[src/rtl/mem_responder.sv]
`default_nettype none
//==============================================================================
// Module     : mem_responder
// Description: Word-addressed RAM behind a four-phase req/ack handshake, with
//              configurable wait states and out-of-range flagging.
// Revision   : 1.0 - initial release
//==============================================================================
module mem_responder #(
    parameter int ADDR_W      = 8,
    parameter int DATA_W      = 16,
    parameter int DEPTH       = 256,
    parameter int WAIT_CYCLES = 2
) (
    input  logic              clk,
    input  logic              rst,
    input  logic              req,
    input  logic              we,
    input  logic [ADDR_W-1:0] addr,
    input  logic [DATA_W-1:0] wdata,
    output logic              ack,
    output logic [DATA_W-1:0] rdata,
    output logic              err,
    output logic              busy
);

    localparam logic [1:0] S_IDLE    = 2'd0;
    localparam logic [1:0] S_WAIT    = 2'd1;
    localparam logic [1:0] S_ACK     = 2'd2;
    localparam logic [1:0] S_RELEASE = 2'd3;
    localparam int         IDX_W     = (DEPTH > 1) ? $clog2(DEPTH) : 1;
    localparam logic [3:0] C_WAIT    = 4'(WAIT_CYCLES);

    logic [1:0]        state_q, state_d;
    logic [3:0]        cnt_q, cnt_d;
    logic [ADDR_W-1:0] addr_q, addr_d;
    logic              we_q, we_d;
    logic [DATA_W-1:0] wdata_q, wdata_d;
    logic              ack_q, ack_d;
    logic [DATA_W-1:0] rdata_q, rdata_d;
    logic              err_q, err_d;
    logic              busy_q, busy_d;

    logic [DATA_W-1:0] mem_q [DEPTH];
    logic              w_in_range;
    logic              w_enter_ack;
    logic              w_mem_we;
    logic [IDX_W-1:0]  w_idx;

    assign w_in_range  = (32'(addr_q) < 32'(DEPTH));
    assign w_idx       = addr_q[IDX_W-1:0];
    assign w_enter_ack = (state_q == S_WAIT) && (cnt_q == 4'd0);

    // State register; the RAM array deliberately sits outside the reset domain.
    always_ff @(posedge clk or negedge rst) begin
        if (!rst) begin
            state_q <= S_IDLE;
            cnt_q   <= 4'd0;
            addr_q  <= '0;
            we_q    <= 1'b0;
            wdata_q <= '0;
            ack_q   <= 1'b0;
            rdata_q <= '0;
            err_q   <= 1'b0;
            busy_q  <= 1'b0;
        end else begin
            state_q <= state_d;
            cnt_q   <= cnt_d;
            addr_q  <= addr_d;
            we_q    <= we_d;
            wdata_q <= wdata_d;
            ack_q   <= ack_d;
            rdata_q <= rdata_d;
            err_q   <= err_d;
            busy_q  <= busy_d;
        end
    end

    always_ff @(posedge clk) begin
        if (w_mem_we) begin
            mem_q[w_idx] <= wdata_q;
        end
    end

    always_comb begin
        state_d = state_q;
        cnt_d   = cnt_q;
        addr_d  = addr_q;
        we_d    = we_q;
        wdata_d = wdata_q;
        case (state_q)
            S_IDLE: begin
                if (req) begin
                    state_d = S_WAIT;
                    cnt_d   = C_WAIT;
                    addr_d  = addr;
                    we_d    = we;
                    wdata_d = wdata;
                end
            end
            S_WAIT: begin
                if (cnt_q != 4'd0) begin
                    cnt_d = cnt_q - 4'd1;
                end else begin
                    state_d = S_ACK;
                end
            end
            S_ACK: begin
                if (!req) begin
                    state_d = S_RELEASE;
                end
            end
            default: begin
                state_d = S_IDLE;
            end
        endcase
    end

    // Data-side effects happen only on the WAIT->ACK edge.
    always_comb begin
        ack_d    = (state_d == S_ACK);
        busy_d   = (state_d != S_IDLE);
        rdata_d  = rdata_q;
        err_d    = err_q;
        w_mem_we = 1'b0;
        if (w_enter_ack) begin
            err_d    = !w_in_range;
            w_mem_we = we_q && w_in_range;
            if (!we_q) begin
                rdata_d = w_in_range ? mem_q[w_idx] : '0;
            end
        end
    end

    assign ack   = ack_q;
    assign rdata = rdata_q;
    assign err   = err_q;
    assign busy  = busy_q;

endmodule
`default_nettype wire

[config.mk]
export PLATFORM = sky130hd
export DESIGN_NAME = mem_responder
export DESIGN_NICKNAME = d
export VERILOG_FILES = /design/src/rtl/mem_responder.sv
export SDC_FILE = /design/constraint.sdc
export NUM_CORES = 2
export LEC_CHECK = 0
export BUFFER_PORTS_ARGS = -buffer_cell sky130_fd_sc_hd__buf_2
export CORE_MARGIN = 2
export CORE_UTILIZATION = 45
export CTS_CLUSTER_SIZE = 16
export DETAILED_ROUTE_END_ITERATION = 6
export PLACE_DENSITY_LB_ADDON = 0.08
export SLEW_MARGIN = 20
export SYNTH_ARGS = -nofsm -noshare
export SYNTH_HDL_FRONTEND = slang
export SYNTH_SLANG_ARGS = --single-unit
[constraint.sdc]
create_clock -name clk -period 5.05 [get_ports clk]
set_input_delay 1.01 -clock clk [delete_from_list [all_inputs] [get_ports clk]]
set_output_delay 1.01 -clock clk [all_outputs]
set_load 0.03 [all_outputs]
==> impl_metrics.env <==
export IMPL_synthMuxAreaShare_pct=16.4
export IMPL_clock_path_buffers=4
export IMPL_synth_xor_area_share_pct=0.0165
export IMPL_fmax_mhz=205
export IMPL_finalSetupViolations=0
export IMPL_ys_flop_type="edfxtp_1"
export IMPL_cp_required_ns=5.93
export IMPL_power_frac_clock_pct=29.1
export IMPL_endpoint_kind="flop"
export IMPL_report_final_slew_viol_count=0
export IMPL_layout_commonest_cell="edfxtp_1"
export IMPL_maxCapViolCount=0
export IMPL_syn_area_um2=160000
export IMPL_drtIter0Drc=11041
export IMPL_p_sw_mw=37.0
export IMPL_nNetsFinal=7900
export IMPL_topRoutingLayerUsed="met5"
export IMPL_hold_violations=0
export IMPL_grt_overflow=0
export IMPL_slowest_stage="dfrtp_4"
export IMPL_synth_area_leaders="edfxtp_1, mux4_2, mux2i_1"
export IMPL_h_tree_depth=5
export IMPL_arrival_ns=5.76
export IMPL_status="completed"
export IMPL_pwr_share_comb_pct=30.2
export IMPL_cts_root_buf="clkbuf_16"
export IMPL_tightest_slew_ns=1.17
export IMPL_ir_worst_vdd_mv=1.11
export IMPL_hold_path_class="in2reg"
export IMPL_design_area_um2=184000
export IMPL_multi_input_area_um2=33600
export IMPL_syn_area_per_cell_um2=22.3
export IMPL_clock_sinks=4145
export IMPL_synth_distinct_cells=74
export IMPL_finalCritPeriodShare_pct=96.6
export IMPL_port_buffers=45
export IMPL_yosysSeqAreaShare_pct=77.9
export IMPL_wl_met2_mm=231
export IMPL_crit_path_max_fanout=27
export IMPL_yosysTopAreaCell="edfxtp_1"
export IMPL_dieHeight_um=599
export IMPL_antenna_found_initial=30
export IMPL_setup_tns_ns=0
export IMPL_clkSlewWorstSetupHoldPaths_ns=0.07
export IMPL_placed_area_um2=170000
export IMPL_p_sw_share_pct=33.5
export IMPL_numCtsBuffers=433
export IMPL_viasPerCell=6.15
export IMPL_dr_pass1_iters=6
export IMPL_core_area_um2=353000
export IMPL_wirelength_mm=482
export IMPL_regArea_um2=124000
export IMPL_cts_tree="done"
export IMPL_power_density_nw_per_um2=601
export IMPL_yosys_warnings=0
export IMPL_synth_fa_ha_area_share_pct=0.0157
export IMPL_area_growth_pct=15.5
export IMPL_power_leakage_nw=58.2
export IMPL_path_cells="buf_4 -> buf_4 -> mux4_2 -> mux2i_1 -> o22ai_1 -> o211ai_1 -> nand2_1 -> buf_4 -> o32a_1"
export IMPL_die_w_um=599
export IMPL_grt_pass1_wl_mm=664
export IMPL_post_synth_top_area_fraction_pct=77.1
export IMPL_synthSimpleGateAreaFrac_pct=1.99
export IMPL_layout_common_cells="edfxtp_1, mux4_2, buf_4"
export IMPL_async_reset_ff_share_pct=1.18
export IMPL_start_util_pct=45.2
export IMPL_drive_above_1_share_pct=31.9
export IMPL_ff2ff_path_depth=9
export IMPL_gp_congestion=0.875
export IMPL_worst_clock_skew_ns=0.0615
export IMPL_io_pins=47
export IMPL_startpoint_type="flop"
export IMPL_grt_max_degree=174
export IMPL_max_stage_delay_ns=0.94
export IMPL_synth_seq_cells=4145
export IMPL_ant_nets=0
export IMPL_crit_type="reg2reg"
export IMPL_clock_latency_ns=1.00
export IMPL_ctsResizeCount=0
export IMPL_rows=218
export IMPL_die_area_um2=359000
export IMPL_first_global_vias=79683
export IMPL_synth_top_family_by_area="multiplexers"
export IMPL_p_seq_share_pct=40.7
export IMPL_place_inst=12163
export IMPL_rsz0062_at_grt="no"
export IMPL_wl_met1_mm=197
export IMPL_post_drt_wl_per_cell_um=37.2
export IMPL_synth_edf_count=4096
export IMPL_dp_hpwl_mm=297
export IMPL_drc=0
export IMPL_dr_total_vias=79794
export IMPL_p_int_mw=73.6
export IMPL_crit_top_cell="buf_4"
export IMPL_grt_use_total_pct=26.9
export IMPL_syn_inst=7169
export IMPL_wl_met3_mm=37.8
export IMPL_max_slew_margin_pct=22.3
export IMPL_synth_compound_area_share_pct=2.21
export IMPL_stdcell_count=12965
export IMPL_syn_num_nets=7199
export IMPL_holdWs_ns=0.230
export IMPL_whs_path_depth=3
export IMPL_timing_final_crit_period_ns=4.88
export IMPL_fillers=27506
repair_timing:
item | in CTS | in global routing
hold endpoints to repair | 11 | 0
hold buffers | 1 | 0
setup buffers | 0 | 0
stage by stage:
| stage | setup slack (ns) | util [%] | total power, mW |
|---|---|---|---|
| finish | 0.170 | 52.2 | 111 |
| global route | 0.138 | 52.2 | 114 |
| CTS | 0.115 | 52.2 | 111 |
| detailed placement | 0.102 | 48.2 | 79.4 |
| global placement | 0.122 | 48.2 | 79.0 |
| floorplan | 1.07 | - | 64.2 |
area by class of cell:
| cell class | count | share of cell area (%) |
|---|---|---|
| timing repair buffer | 688 | 3.29 |
| multi-input combinational | 2595 | 18.2 |
| antenna | 3 | 0.00407 |
| inverter | 7 | 0.0224 |
| tap | 4730 | 3.21 |
| sequential | 4145 | 67.5 |
| clock buffer | 539 | 6.24 |
| clock inverter | 258 | 1.52 |
cells in the mapped netlist, types with 7 or more instances:
library cell and count:
nand2b_1 9, nand2_1 243, nor2b_1 11, a211oi_1 24, a221oi_1 9, nand3_1 55, o221ai_1 13, o211ai_1 7
nor4b_1 7, mux2i_1 308, buf_6 16, dfrtp_1 49, nor4_1 7, o22a_1 15, mux2_2 61, buf_2 144
a31oi_1 21, a21oi_1 72, and3_1 16, a32oi_1 57, edfxtp_1 4096, buf_4 112, nor3_1 14, a22oi_1 89
buf_1 28, nor2_1 303, mux4_2 998, o22ai_1 64, nand4_1 11, a2111oi_0 8, a221o_1 7, clkbuf_1 122
o21ai_0 60
power groups by stage:
stage	Sequential, mW	Combinational [mW]	Clock, mW
finish	45.0	33.4	32.2
global route	45.1	34.9	34.0
CTS	45.0	33.7	32.7
detailed placement	45.7	33.7	0
global placement	45.7	33.4	0
floorplan	47.8	16.4	0
sequential cells by signal, summed over array words and instances, names as in the netlist:
signal / flops
ack: 1
wdata_q: 16
cnt_q: 4
addr_q: 8
we_q: 1
state_q: 2
mem_q: 4096
rdata: 16
busy: 1
cell families after synthesis:
family	count (synthesis)
flip-flops	4145
multiplexers	1367
AND/OR/NAND/NOR	722
AO/OA/AOI/OAI	500
buffers and inverters	429
XOR/XNOR	3
adder cells (fa/ha/maj)	2
other	1
worst max-delay path: cells and delay by family (launching register included):
family	cells	cell delay [ns]
DFF	1	0.94
buffers and inverters	3	1.07
AOI/OAI and AO/OA	3	1.15
and+or+nand+nor	1	0.30
muxes	2	1.25
final timing paths:
kind,slack [ns],to,from
max,0.17,rdata[0]$_DFFE_PN0P_,addr_q[1]$_DFFE_PN0P_
min,0.23,addr_q[3]$_DFFE_PN0P_,addr[3]
max reg2reg,0.17,rdata[0]$_DFFE_PN0P_,addr_q[1]$_DFFE_PN0P_
min reg2reg,0.53,rdata[10]$_DFFE_PN0P_,rdata[10]$_DFFE_PN0P_
max in group asynchronous,3.28,wdata_q[3]$_DFFE_PN0P_,rst
min in group asynchronous,0.59,rdata[5]$_DFFE_PN0P_,rst
metal layers:
layer,vias to the layer above,GRT usage (%)
met4,10,8.05
li1,31758,-
met2,3593,43.1
met3,693,4.63
met1,43740,38.0
met5,-,0
(Power assumes the default switching activity.)
